## src/rtl/key_loader.sv

```systemverilog
// key_loader: serial CRC-8 protected key loader for a logic-locked netlist.
module key_loader #(
  parameter int KEY_W          = 32,
  parameter int MAX_FAIL       = 3,
  parameter int LOCK_ON_COMMIT = 1
) (
  input  logic             clk,
  input  logic             rst_n,
  input  logic             start,
  input  logic             s_valid,
  input  logic             s_data,
  output logic             s_ready,
  output logic [KEY_W-1:0] key_out,
  output logic             key_valid,
  output logic             busy,
  output logic             crc_err,
  output logic             locked
);
  localparam int CW = $clog2(KEY_W + 9);
  localparam int FW = $clog2(MAX_FAIL + 1);
  typedef enum logic [2:0] {IDLE, SHIFT_KEY, SHIFT_CRC, CHECK, DONE, LOCKOUT} state_t;
  state_t            state, state_nx;
  logic [CW-1:0]     cnt;
  logic [FW-1:0]     fail_cnt;
  logic [KEY_W-1:0]  shadow;
  logic [7:0]        crc, rx_crc, crc_nx;
  logic              xfer, restart, match, last_fail;
  always_comb begin
    s_ready   = state == SHIFT_KEY || state == SHIFT_CRC;
    busy      = s_ready || state == CHECK;
    locked    = state == LOCKOUT;
    match     = rx_crc == crc;
    crc_err   = state == CHECK && !match;
    restart   = start && (state == IDLE || s_ready);
    xfer      = s_ready && s_valid && !start;
    last_fail = fail_cnt >= FW'(MAX_FAIL - 1);
    crc_nx    = {crc[6:0], 1'b0} ^ ((crc[7] ^ s_data) ? 8'h07 : 8'h00);
    state_nx  = state;
    if (restart) state_nx = SHIFT_KEY;
    else if (xfer && state == SHIFT_KEY && cnt == CW'(KEY_W - 1)) state_nx = SHIFT_CRC;
    else if (xfer && state == SHIFT_CRC && cnt == CW'(7)) state_nx = CHECK;
    else if (state == CHECK)
      state_nx = match ? ((LOCK_ON_COMMIT != 0) ? DONE : IDLE) : (last_fail ? LOCKOUT : IDLE);
  end
  always_ff @(posedge clk or negedge rst_n)
    if (!rst_n) state <= IDLE;
    else state <= state_nx;
  always_ff @(posedge clk or negedge rst_n)
    if (!rst_n) begin
      cnt       <= '0;
      fail_cnt  <= '0;
      shadow    <= '0;
      crc       <= '0;
      rx_crc    <= '0;
      key_out   <= '0;
      key_valid <= 1'b0;
    end else begin
      if (restart) begin
        cnt    <= '0;
        shadow <= '0;
        crc    <= '0;
        rx_crc <= '0;
      end else if (xfer) begin
        cnt <= (state_nx != state) ? '0 : cnt + 1'b1;
        if (state == SHIFT_KEY) begin
          shadow <= (shadow & ~(KEY_W'(1) << cnt)) | (KEY_W'(s_data) << cnt);
          crc    <= crc_nx;
        end else rx_crc <= {rx_crc[6:0], s_data};
      end
      if (state == CHECK && match) begin
        key_out   <= shadow;
        key_valid <= 1'b1;
        fail_cnt  <= '0;
      end else if (crc_err) begin
        if (fail_cnt != FW'(MAX_FAIL)) fail_cnt <= fail_cnt + 1'b1;
        // lockout scrubs the committed key so the netlist stays locked
        if (last_fail) begin
          key_out   <= '0;
          key_valid <= 1'b0;
        end
      end
    end
endmodule

```

## config.mk

```make
export PLATFORM = sky130hd
export DESIGN_NAME = key_loader
export DESIGN_NICKNAME = d
export VERILOG_FILES = /design/src/rtl/key_loader.sv
export SDC_FILE = /design/constraint.sdc
export NUM_CORES = 1
export LEC_CHECK = 0
export BUFFER_PORTS_ARGS = -buffer_cell sky130_fd_sc_hd__buf_2
export CAP_MARGIN = 10
export CORE_ASPECT_RATIO = 0.75
export CORE_MARGIN = 3
export CORE_UTILIZATION = 59
export DETAILED_ROUTE_END_ITERATION = 12
export MAX_ROUTING_LAYER = met4
export PLACE_DENSITY = 0.8
export SETUP_SLACK_MARGIN = 0.1
export SLEW_MARGIN = 15
export SYNTH_ARGS = -nofsm -noshare
export SYNTH_HDL_FRONTEND = slang
export SYNTH_SLANG_ARGS = --single-unit
export TNS_END_PERCENT = 1
```

## constraint.sdc

```tcl
create_clock -name clk -period 1.99 [get_ports clk]
set_input_delay 0.398 -clock clk [delete_from_list [all_inputs] [get_ports clk]]
set_output_delay 0.398 -clock clk [all_outputs]
set_load 0.03 [all_outputs]
```

# Yosys cells after proc, flatten, opt, wreduce, memory -nomap -nowiden
# Index checks and enable logic that the tools add are counted.
[op_classes]
bitwise_logic = 5
n_lt_le_gt_ge = 1
reduce_logical = 24
eq_ne = 10
add_sub_neg = 2
muxes = 28
n_shift = 2
[op_table]
columns = ["operator", "count"]
rows = [
  ["$mux 32", 6],
  ["$mux 8", 6],
  ["$and 32x32->32", 1],
  ["$not 32->32", 1],
  ["$or 32x32->32", 1],
  ["$shl 1x6->32", 1],
  ["$shl 1x6->32 const A", 1],
  ["$mux 3", 7],
  ["$mux 6", 3],
  ["$reduce_bool 2->1", 5],
  ["$logic_and 1x1->1", 9],
  ["$eq 8x8->1", 1],
  ["$reduce_and 2->1", 4],
  ["$xor 8x3->8", 1],
  ["$add 6x1->6 const B", 1],
  ["$eq 3x2->1 const B", 2],
  ["$eq 6x3->1 const B", 1],
  ["$eq 6x5->1 const B", 1],
  ["$mux 2", 3],
  ["$ne 2x2->1 const B", 2],
  ["$eq 3x1->1 const B", 1],
  ["$eq 3x3->1 const B", 1],
  ["$logic_not 3->1", 1],
  ["$logic_or 1x1->1", 3],
  ["6 further kinds", 9],
]
[word_totals]
word_cells = 80
ff_bits = 92
out_inout_bits = 37

# Longest topological paths before layout
[logic_depth]
depth_word = 13
depth_mapped = 8
ltp_nobuf = 6

# Worst setup path before layout
# No wires, ideal clock.
[synth_path]
path_kind = "reg-to-reg"
start = "register cnt[0]"
end = "register cnt[3]"
t_required_ns = 1.925
synth_period_minus_slack_ns = 1.791
stages_incl_launch_ff = 7
setup_slack_ns = 0.199
path_buffers = 0
arrival_time_ns = 1.726
setup_ns = 0.065
cell_sequence = "dfrtp_1 ha_1 and2_1 and4_1 nor4_4 a21o_1 a22o_1"
[synth_via]
elab_chain_len = 9
word_cells_on_any_way = 12
cone_classes = "add/sub: 1; eq/ne: 3; mux: 6; reduce/logical: 2"
[synth_rtl]
columns = ["element", "line", "rtl"]
rows = [
  ["start, declared", "23", "logic [CW-1:0] cnt;"],
  ["start signal, assigned", "64", "cnt <= (state_nx != state) ? '0 : cnt + 1'b1;"],
  ["$eq 6x3->1", "41", "else if (xfer && state == SHIFT_CRC && cnt == CW'(7)) state_nx = CHECK;"],
  ["$logic_and 1x1->1", "41", ""],
  ["$mux 3", "41", ""],
  ["$mux 3", "40", "else if (xfer && state == SHIFT_KEY && cnt == CW'(KEY_W - 1)) state_nx = SHIFT_CRC;"],
  ["$mux 3", "39", "if (restart) state_nx = SHIFT_KEY;"],
  ["$ne 3x3->1", "64", ""],
  ["$mux 6 (*)", "64", ""],
  ["$mux 6 (*)", "63", "end else if (xfer) begin"],
  ["$mux 6 (*)", "58", "if (restart) begin"],
]
# Mark *: on every way between the ends. The rest lies on a longest branch, timed or not. The select of a mux whose other input is x is not followed.
# A chain may end at the register's enable or synchronous reset.

# Worst setup path after layout
[layout_path]
start = "register rx_crc[2]"
end = "output crc_err"
[layout_via]
elab_chain_len = 3
[layout_rtl]
columns = ["element", "line", "rtl"]
rows = [
  ["start, declared", "26", "logic [7:0] crc, rx_crc, crc_nx;"],
  ["start signal, assigned", "68", "end else rx_crc <= {rx_crc[6:0], s_data};"],
  ["$eq 8x8->1", "32", "match = rx_crc == crc;"],
  ["$logic_not 1->1", "33", "crc_err = state == CHECK && !match;"],
  ["$logic_and 1x1->1", "33", ""],
  ["end, declared", "16", "output logic crc_err,"],
]
# Every way passes these cells.

==> metrics <==
area grow syn2layout 16.5%; Post-Syn Instances roughly 470; placed cell count approximately 600; starting density of the core slightly above 60%; total grt overflow 0; Top FF cell, synth dfrtp_1; via count between 3000 and 4000; power density over the cells around 640 nW/um^2; Tot GR Track Use roughly a quarter; Worst Path Required approximately 1.6 ns; Design Area, Final 5000 sq um; Root Buffer clkbuf_8; vias in the first global route between 3000 and 4000; Post-Syn Area per Cell 9.17 sq um; slew at the pin closest to its max-slew limit between 0.7 and 0.8 ns; CTS Buffer Depth 2; initial antenna violation count 0; worst path arrival time 1.58 ns; Post-synth EDFFs 0; critical path class flop to primary output; Syn Nets around 480; Slew HR between 50% and 60%; Critical-path top delay cell dfrtp_1; Netlist cell types 40; cts bufs inserted 9; Die Y between 70 and 80 um; CTS tree yes; overall power roughly 3.2 mW; leakage power total between 2 and 2.5 nW; run status completed; layout cells sized above 1 a little over a fifth; Hold WC Path Type input port to asynchronous set/reset pin; I/O Pins 42; asr flop ratio synth 100%; register area around 2300 sq um; peak supply drop roughly 380 uV; ANT cells 0; WL met1 4750 um; CP Launch Type flop; hpwl dp about 6900 um; synth warn 0; crit-path cells xnor2_1 -> nand4_1 -> nor2_2 -> nor2_2 -> buf_6; DRC 0; met2 wire length 4440 um; Setup violations, final 0; Final ANT Viol Nets 0; clock skew after layout 0.0112 ns; Critical Path Max Stage Delay ~0.42 ns; Die Span X about 100 um; global-route wire length before repair about 17000 um; Worst Setup End Kind primary output; DRT iter0 DRCs between 300 and 400; Cell Area, Placed 4690 sq um; Via density between 5 and 6; fin cells between 600 and 700; Most Frequent Cell on Critical Path nor2_2; f_max 505 MHz; Hold Vio Cnt, Final 0; CP max FO 3; GPL Wtd Cong 0.923; WL final around 10000 um; H-tree depth 3; final slew viol count 0; IO Port Bufs between 40 and 50; period utilisation layout ~99%; Filler cells 520; Initial DRT Pass Iterations 5; # Max-Cap Violations 0; Post-Syn Area about 4300 sq um; routed length on met3 810 um; die footprint about 8300 sq um; flops & latches, synth just over 90; Rows 26; RSZ-0062 raised after global routing yes; largest net degree at the start of global routing 66; area of the multi-input gates between 1500 and 2000 sq um; post-synthesis sequential area ratio a little over half; clock sink total slightly above 90; clock latency on the worst-skew pair roughly 0.37 ns; Worst-path clk slew 0.10 ns; Nets 531; core area between 6000 and 7000 sq um; fin crit period between 1.5 and 2 ns; Wirelength per Cell about 16 um; top sig layer met4
==> report_power, final <==
part	internal [mW]	switching [mW]	leakage, nW
sequential	1.87	0.00297	1.27
clock	0.484	0.731	0.0989
combinational	0.0256	0.0686	0.948
total	2.38	0.802	2.31
==> critical path: cells and delay by family (launching register included) <==
kind	cells	cell delay [ns]
flops	1	0.42
simple gates	3	0.46
xor+xnor	1	0.20
buf+inv	1	0.14
==> timing repair <==
item | CTS | global route
resized for setup | 3 | 33
pin swaps | 1 | 6
setup endpoints to repair | 34 | 5
hold buffers | 0 | 0
buffers inserted | 0 | 7
==> through the flow <==
step	util (%)	TNS, ns	setup WS [ns]	hold slack (ns)
floorplan	-	0	0.199	0.102
global placement	67.7	-2.13	-0.150	0.419
detailed placement	67.7	-4.32	-0.190	0.420
CTS	70.6	-0.104	-0.104	0.0178
global route	72.2	-0.0661	-0.0661	0.0178
finish	72.2	0	0.0100	0.00320
==> path summary, 6_finish.rpt <==
path	from	endpoint	slack, ns	cells after the start
worst max register to register	cnt[0]	shadow[0]	0.18	7
worst min-delay path	rst_n	fail_cnt[1]	0.003	1
max in group asynchronous	rst_n	shadow[1]	1.44	2
worst min register to register	shadow[3]	key_out[3]	0.49	2
min in group clk	s_data	rx_crc[0]	0.37	3
worst max-delay path	rx_crc[2]	crc_err	0.01	5
==> registers in the layout (all words and copies together), names as in the netlist <==
signal and flops:
shadow 32, cnt 6, fail_cnt 2, rx_crc 8
crc 8, state 3, key_out 32, key_valid 1
==> layout by cell type, fill, tap and decap left out, types with 2 or more instances in the layout <==
cell,Yosys,final
nand2_1,104,94
dfrtp_1,92,90
o21ai_1,56,66
o21ai_0,59,49
buf_2,16,38
buf_4,2,24
a21oi_1,22,22
a31oi_1,13,13
xnor2_1,11,11
nor2_1,12,10
nand2_2,0,10
clkbuf_8,0,9
nand3_1,8,8
ha_1,8,7
inv_1,6,6
nor2b_1,7,6
a22o_1,5,5
and2_1,5,4
buf_12,0,4
nand4_1,3,3
a21o_1,3,3
nor3b_2,3,2
nor2_2,1,2
nor3_1,2,2
mux2_2,2,2
xor2_1,2,2
clkinv_4,0,2
inv_6,0,2
buf_6,0,2
dfrtp_2,0,2
==> per-layer routing <==
layer / global-route usage (%) / vias to the layer above
met1: 38.2 / 1748
met5: - / -
met2: 37.6 / 166
li1: - / 1711
met4: 7.84 / 0
met3: 7.11 / 22
==> final cells by class <==
type                            instances  share of cell area (%)
Clock buffer                            9                    2.48
Inverter                                6                   0.450
Clock inverter                          7                    1.35
Timing Repair Buffer                   68                    9.45
Tap cell                               98                    2.45
Multi-Input combinational cell        341                    37.7
Sequential cell                        92                    46.1
==> cells in the mapped netlist (2+ instances only) <==
library cell / number / area (sq um)
mux2_2: 2 / 22.5
buf_4: 2 / 15.0
a21o_1: 3 / 22.5
inv_1: 6 / 22.5
nor3b_2: 3 / 37.5
a31oi_1: 13 / 81.3
xnor2_1: 11 / 96.3
buf_2: 16 / 80.1
dfrtp_1: 92 / 2300
and2_1: 5 / 31.3
nand4_1: 3 / 18.8
ha_1: 8 / 100
nor2_1: 12 / 45.0
a21oi_1: 22 / 110
nor2b_1: 7 / 43.8
nand3_1: 8 / 40.0
o21ai_1: 56 / 280
xor2_1: 2 / 17.5
a22o_1: 5 / 43.8
nor3_1: 2 / 10.0
o21ai_0: 59 / 295
clkbuf_1: 10 / 37.5
nand2_1: 104 / 390
==> cell families (layout without fill, tap and decap cells) <==
| logic type | Yosys count | in the layout | share of synthesized area (%) |
|---|---|---|---|
| xor gates and xnor gates | 13 | 13 | 2.65 |
| muxes | 2 | 2 | 0.525 |
| buffers and inverters | 35 | 90 | 3.70 |
| AOI/OAI and AO/OA | 163 | 163 | 20.5 |
| and+or+nand+nor | 155 | 155 | 16.7 |
| DFF | 92 | 92 | 53.6 |
| adders and majority gates | 8 | 8 | 2.33 |
No activity file was read; power rests on OpenSTA's default activity.
